<file path="config.mk">
export PLATFORM = sky130hd
export DESIGN_NAME = fetch_step_unit
export DESIGN_NICKNAME = d
export VERILOG_FILES = /design/src/rtl/fetch_step_unit.sv
export SDC_FILE = /design/constraint.sdc
export NUM_CORES = 1
export LEC_CHECK = 0
export CAP_MARGIN = 20
export CORE_ASPECT_RATIO = 1.1
export CORE_UTILIZATION = 31
export CTS_BUF_LIST = sky130_fd_sc_hd__clkbuf_2
export DETAILED_ROUTE_END_ITERATION = 8
export GPL_ROUTABILITY_DRIVEN = 1
export SYNTH_ARGS = -nofsm -noshare
export SYNTH_HDL_FRONTEND = slang
export SYNTH_SLANG_ARGS = --single-unit
</file>
<file path="constraint.sdc">
create_clock -name clk -period 4.55 [get_ports clk]
set_input_delay 0.455 -clock clk [delete_from_list [all_inputs] [get_ports clk]]
set_output_delay 0.455 -clock clk [all_outputs]
set_load 0.1 [all_outputs]
</file>
<file path="src/rtl/fetch_step_unit.sv">
// PC register, next-PC selection and step/run pacing FSM producing a one-cycle cpu_en.
// Optional breakpoint halt is compiled in with FETCH_BRKPT_EN.
module fetch_step_unit #(
    parameter int              PC_W     = 8,
    parameter logic [PC_W-1:0] RESET_PC = '0,
    parameter int              DEB_CYC  = 500000,
    parameter int              RUN_DIV  = 50000000
) (
    input  logic            clk,
    input  logic            rst,
    input  logic            step_n,
    input  logic            run_sw,
    input  logic            branch,
    input  logic            zero,
    input  logic            jump,
    input  logic [PC_W-1:0] imm,
    input  logic [PC_W-1:0] jaddr,
    input  logic [PC_W-1:0] brk_addr,
    output logic [PC_W-1:0] pc,
    output logic [PC_W-1:0] pc_plus1,
    output logic            cpu_en,
    output logic            running,
    output logic [15:0]     instr_cnt,
    output logic            brk_hit
);

    localparam int DEB_W = (DEB_CYC > 1) ? $clog2(DEB_CYC) : 1;
    localparam int DIV_W = (RUN_DIV > 1) ? $clog2(RUN_DIV) : 1;
    localparam logic [DEB_W-1:0] DEB_LAST = DEB_W'(DEB_CYC - 1);
    localparam logic [DIV_W-1:0] DIV_LAST = DIV_W'(RUN_DIV - 1);

    // Handshake: cpu_en is a valid-only strobe with no ready; downstream must
    // commit its write in exactly the cycle cpu_en is high.
    typedef enum logic [1:0] {
        S_WAIT  = 2'd0,
        S_READY = 2'd1,
        S_EXEC  = 2'd2
    } state_t;

    state_t            state_q, state_d;
    logic              step_meta_q, step_meta_d;
    logic              step_sync_q, step_sync_d;
    logic              run_meta_q, run_meta_d;
    logic              run_sync_q, run_sync_d;
    logic              deb_level_q, deb_level_d;
    logic [DEB_W-1:0]  deb_cnt_q, deb_cnt_d;
    logic              step_evt_q, step_evt_d;
    logic [DIV_W-1:0]  div_cnt_q, div_cnt_d;
    logic [PC_W-1:0]   pc_q, pc_d;
    logic [15:0]       instr_cnt_q, instr_cnt_d;
    logic              run_tick;
    logic              halted;
    logic              step_ok;
    logic              tick_ok;
    logic [PC_W-1:0]   next_pc;

`ifdef FETCH_BRKPT_EN
    logic              brk_hit_q, brk_hit_d;
`else
    logic              unused_brk_addr;
    assign unused_brk_addr = ^brk_addr;
`endif

    // Input conditioning: synchronizers, debounce and run divider.
    always_comb begin
        step_meta_d = step_n;
        step_sync_d = step_meta_q;
        run_meta_d  = run_sw;
        run_sync_d  = run_meta_q;

        deb_level_d = deb_level_q;
        deb_cnt_d   = '0;
        if (step_sync_q != deb_level_q) begin
            if (deb_cnt_q == DEB_LAST) begin
                deb_level_d = step_sync_q;
            end else begin
                deb_cnt_d = deb_cnt_q + DEB_W'(1);
            end
        end
        // One pulse per accepted press (released -> pressed).
        step_evt_d = deb_level_q & ~deb_level_d;

        run_tick  = 1'b0;
        div_cnt_d = '0;
        if (run_sync_q) begin
            if (div_cnt_q == DIV_LAST) begin
                run_tick = 1'b1;
            end else begin
                div_cnt_d = div_cnt_q + DIV_W'(1);
            end
        end
    end

    assign pc_plus1 = pc_q + PC_W'(1);

    always_comb begin
        next_pc = pc_plus1;
        if (jump) begin
            next_pc = jaddr;
        end else if (branch && zero) begin
            next_pc = pc_plus1 + imm;
        end
    end

    // Pacing FSM plus PC / instruction counter updates.
    always_comb begin
        state_d     = state_q;
        pc_d        = pc_q;
        instr_cnt_d = instr_cnt_q;
        cpu_en      = 1'b0;
        halted      = 1'b0;

`ifdef FETCH_BRKPT_EN
        brk_hit_d = brk_hit_q;
        if (state_q == S_READY && run_sync_q && pc_q == brk_addr) begin
            brk_hit_d = 1'b1;
        end
        if (!run_sync_q) begin
            brk_hit_d = 1'b0;
        end
        // A hit in this very cycle must already block the tick.
        halted = brk_hit_d;
`endif

        // Step presses only count in single-step mode or while parked at a breakpoint.
        step_ok = step_evt_q & (~run_sync_q | halted);
        tick_ok = run_tick & ~halted;

        case (state_q)
            S_WAIT: begin
                state_d = S_READY;
            end
            S_READY: begin
                if (step_ok || tick_ok) begin
                    state_d = S_EXEC;
                end
            end
            S_EXEC: begin
                cpu_en      = 1'b1;
                pc_d        = next_pc;
                instr_cnt_d = instr_cnt_q + 16'd1;
                state_d     = S_WAIT;
            end
            default: begin
                state_d = S_WAIT;
            end
        endcase
    end

    always_ff @(posedge clk) begin
        if (rst) begin
            state_q     <= S_WAIT;
            step_meta_q <= 1'b1;
            step_sync_q <= 1'b1;
            run_meta_q  <= 1'b0;
            run_sync_q  <= 1'b0;
            deb_level_q <= 1'b1;
            deb_cnt_q   <= '0;
            step_evt_q  <= 1'b0;
            div_cnt_q   <= '0;
            pc_q        <= RESET_PC;
            instr_cnt_q <= 16'd0;
        end else begin
            state_q     <= state_d;
            step_meta_q <= step_meta_d;
            step_sync_q <= step_sync_d;
            run_meta_q  <= run_meta_d;
            run_sync_q  <= run_sync_d;
            deb_level_q <= deb_level_d;
            deb_cnt_q   <= deb_cnt_d;
            step_evt_q  <= step_evt_d;
            div_cnt_q   <= div_cnt_d;
            pc_q        <= pc_d;
            instr_cnt_q <= instr_cnt_d;
        end
    end

`ifdef FETCH_BRKPT_EN
    always_ff @(posedge clk) begin
        if (rst) begin
            brk_hit_q <= 1'b0;
        end else begin
            brk_hit_q <= brk_hit_d;
        end
    end
    assign brk_hit = brk_hit_q;
`else
    assign brk_hit = 1'b0;
`endif

    assign pc        = pc_q;
    assign instr_cnt = instr_cnt_q;
    assign running   = run_sync_q & ~brk_hit;

endmodule

</file>
==> impl_metrics.toml <==
[run_status]
status = "completed"

[placement]
post-place-cells = 639
pre_cts_slack_ns = 1.65
gp_congestion = 0.758
hpwl_um = 6380
portBuffers = 56

[die]
core_area_um2 = 12000
fp-row-count = 42
pin_count = 66
die_width_um = 108
die_h_um = 118
start_util_pct = 31.8
dieArea_um2 = 12800

[setup_path]
crit_family = "buffers and inverters"
crit_slowest_cell = "clkdlybuf4s50_1"
critPathMaxFanout = 13
crit_path_cell_trace = "nand2b_1 > inv_1 > clkdlybuf4s50_1"
required_ns = 4.09
critPathKind = "flip-flop to output port"
start_kind = "flip-flop"
crit_cells = 3
crit_buf_inv = 2
critPathArrivalTime_ns = 2.98
end_kind = "output port"
reg2reg_depth = 10
slowest_delay_ns = 1.23

[grt]
grt_overflow = 0
grt_max_degree = 27
antenna_found_initial = 0
grt_pass1_wl_um = 14500
grtUsageTotal_pct = 14.2
grt_pass1_vias = 3144

[layout]
fin_cells = 655
syn2layout_area_growth_pct = 23.5
fillCellCount = 1197
layout_commonest_cell = "nor2_1"
postLayoutCoreUtil_pct = 39.2
layout-drive-gt1-share_pct = 7.19
layout_common_cells = "nor2_1 (81), dfxtp_1 (77), clkdlybuf4s50_1 (56)"
nets = 540
antennaDiodeCount = 0

[sta]
hold_violations = 0
skew_ns = 0.0225
drv_slew = 0
tightest_slew_ns = 0.986
max_freq_mhz = 291
fin_setup_tns_ns = 0
fin_crit_ns = 3.44
setup_ws_ns = 1.11
setup_viol = 0
fin_crit_sh_pct = 75.6
slew_headroom_pct = 34.1
rsz0062_at_grt = "false"

[clocking]
ctsHoldBuffers = 0
cts_root_buf = "clkbuf_2"
cts_resized = 0
htreeDepth = 3
clk_pin_slew_ns = 0.22
cts_setup_buffers = 0
cts_tree = "done"
clkLatencyLatePin_ns = 0.52
cts.sinks = 77
cts_max_path_buffers = 2
cts_buffers = 9

[routing]
num_vias = 3187
drc_errors = 0
drtPass1Iterations = 4
via_per_inst = 4.87
drtIter0Drc = 100
ant_nets = 0
route.detailed.wl_per_inst_um = 12.9
totalWireLength_um = 8460

[logic_synthesis]
ys_types = 57
yosys_warnings = 0
synth_edf_count = 0
synth_area_um2 = 3820
syn_inst = 444
synth_ff_type = "dfxtp_1"
synth_seq_area_share_pct = 40.3
syn_area_per_cell_um2 = 8.61
ys_seq_elements = 77
async_flop_share_pct = 0
syn_nets = 488

[power_and_ir_drop]
p_leak_nw = 1.59
power_density_nw_per_um2 = 276
peakVddDrop_uv = 125

[worst_hold_path]
holdPathStages = 1
hold_class = "flip-flop to flip-flop"

[run]
cap_violations = 0
==> logic make-up after synthesis <==
| group | count (synthesis) | synth area share, % |
|---|---|---|
| adder cells (fa/ha/maj) | 13 | 4.45 |
| other | 1 | 0.0981 |
| AO/OA/AOI/OAI | 49 | 9.26 |
| multiplexers | 3 | 0.818 |
| buffers and inverters | 26 | 3.40 |
| XOR/XNOR | 60 | 13.7 |
| AND/OR/NAND/NOR | 215 | 27.9 |
| flip-flops | 77 | 40.3 |
==> where the power goes <==
part,internal [W],leakage [nW],switching [W]
clock,0.000296,0.107,0.000256
combinational,0.0000331,0.859,0.0000360
sequential,0.000679,0.621,0.00000164
==> metrics by stage <==
| step | total power [W] | cell area [um^2] | hold WS [ns] |
|---|---|---|---|
| 2_1_floorplan | 0.000734 | 3860 | 0.389 |
| 3_3_place_gp | 0.000762 | 4530 | 0.394 |
| 3_5_place_dp | 0.000763 | 4530 | 0.399 |
| 4_1_cts | 0.00131 | 4720 | 0.443 |
| 5_1_grt | 0.00134 | 4720 | 0.450 |
| 6_report | 0.00130 | 4720 | 0.438 |
==> area by class of cell <==
class                      instances  area, um^2  share of cell area, %
timing repair buffer              57         568                   12.0
inverter                          10        37.5                  0.795
sequential                        77        1540                   32.7
clock buffer                       9        45.0                  0.954
tap                              154         193                   4.08
clock inverter                     7         146                   3.10
multi-input combinational        341        2190                   46.4
==> state kept, by name (all words and copies together), names as in the netlist <==
signal	count
deb_cnt_q	19
deb_level_q	1
div_cnt_q	26
instr_cnt	16
pc	8
run_meta_q	1
running	1
state_q	2
step_evt_q	1
step_meta_q	1
step_sync_q	1
==> layer usage <==
metal	vias up	track usage [%]	wire (um)
li1	1639	-	-
met1	1508	18.1	3960
met2	30	23.4	4140
met3	10	2.43	206
met4	0	5.65	141
met5	-	0	0
==> cell usage after synthesis, types with 2 or more instances <==
| cell type | n | area (um^2) |
|---|---|---|
| nor2_1 | 81 | 304 |
| dfxtp_1 | 77 | 1540 |
| xnor2_1 | 30 | 263 |
| xor2_1 | 30 | 263 |
| nand2_1 | 28 | 105 |
| nand3_1 | 26 | 130 |
| nand4_1 | 16 | 100 |
| a21oi_1 | 12 | 60.1 |
| ha_1 | 12 | 150 |
| nor3_1 | 12 | 60.1 |
| inv_1 | 10 | 37.5 |
| a211oi_1 | 8 | 60.1 |
| nand2b_1 | 8 | 50.1 |
| o21ai_0 | 7 | 35.0 |
| and4_1 | 6 | 52.6 |
| clkbuf_1 | 6 | 22.5 |
| nor4_1 | 6 | 37.5 |
| buf_2 | 5 | 25.0 |
| nor2b_1 | 5 | 31.3 |
| nor4b_1 | 5 | 43.8 |
| and3_1 | 4 | 25.0 |
| or3_1 | 4 | 25.0 |
| buf_6 | 3 | 33.8 |
| nand3b_1 | 3 | 22.5 |
| or2_2 | 3 | 18.8 |
| a211o_1 | 2 | 17.5 |
| a21o_2 | 2 | 17.5 |
| a31oi_1 | 2 | 12.5 |
| mux2i_1 | 2 | 20.0 |
| o41ai_1 | 2 | 17.5 |
==> worst paths after layout <==
path / from / end / slack (ns)
setup / recovery: state_q[0]$_SDFFE_PP0P_ / cpu_en / 1.11
hold / removal: step_meta_q$_SDFF_PP1_ / step_sync_q$_SDFF_PP1_ / 0.44
setup reg to reg: pc[0]$_SDFFE_PP0P_ / pc[7]$_SDFFE_PP0P_ / 1.64
hold reg to reg: step_meta_q$_SDFF_PP1_ / step_sync_q$_SDFF_PP1_ / 0.44
Power figures use the tool's default switching activity.
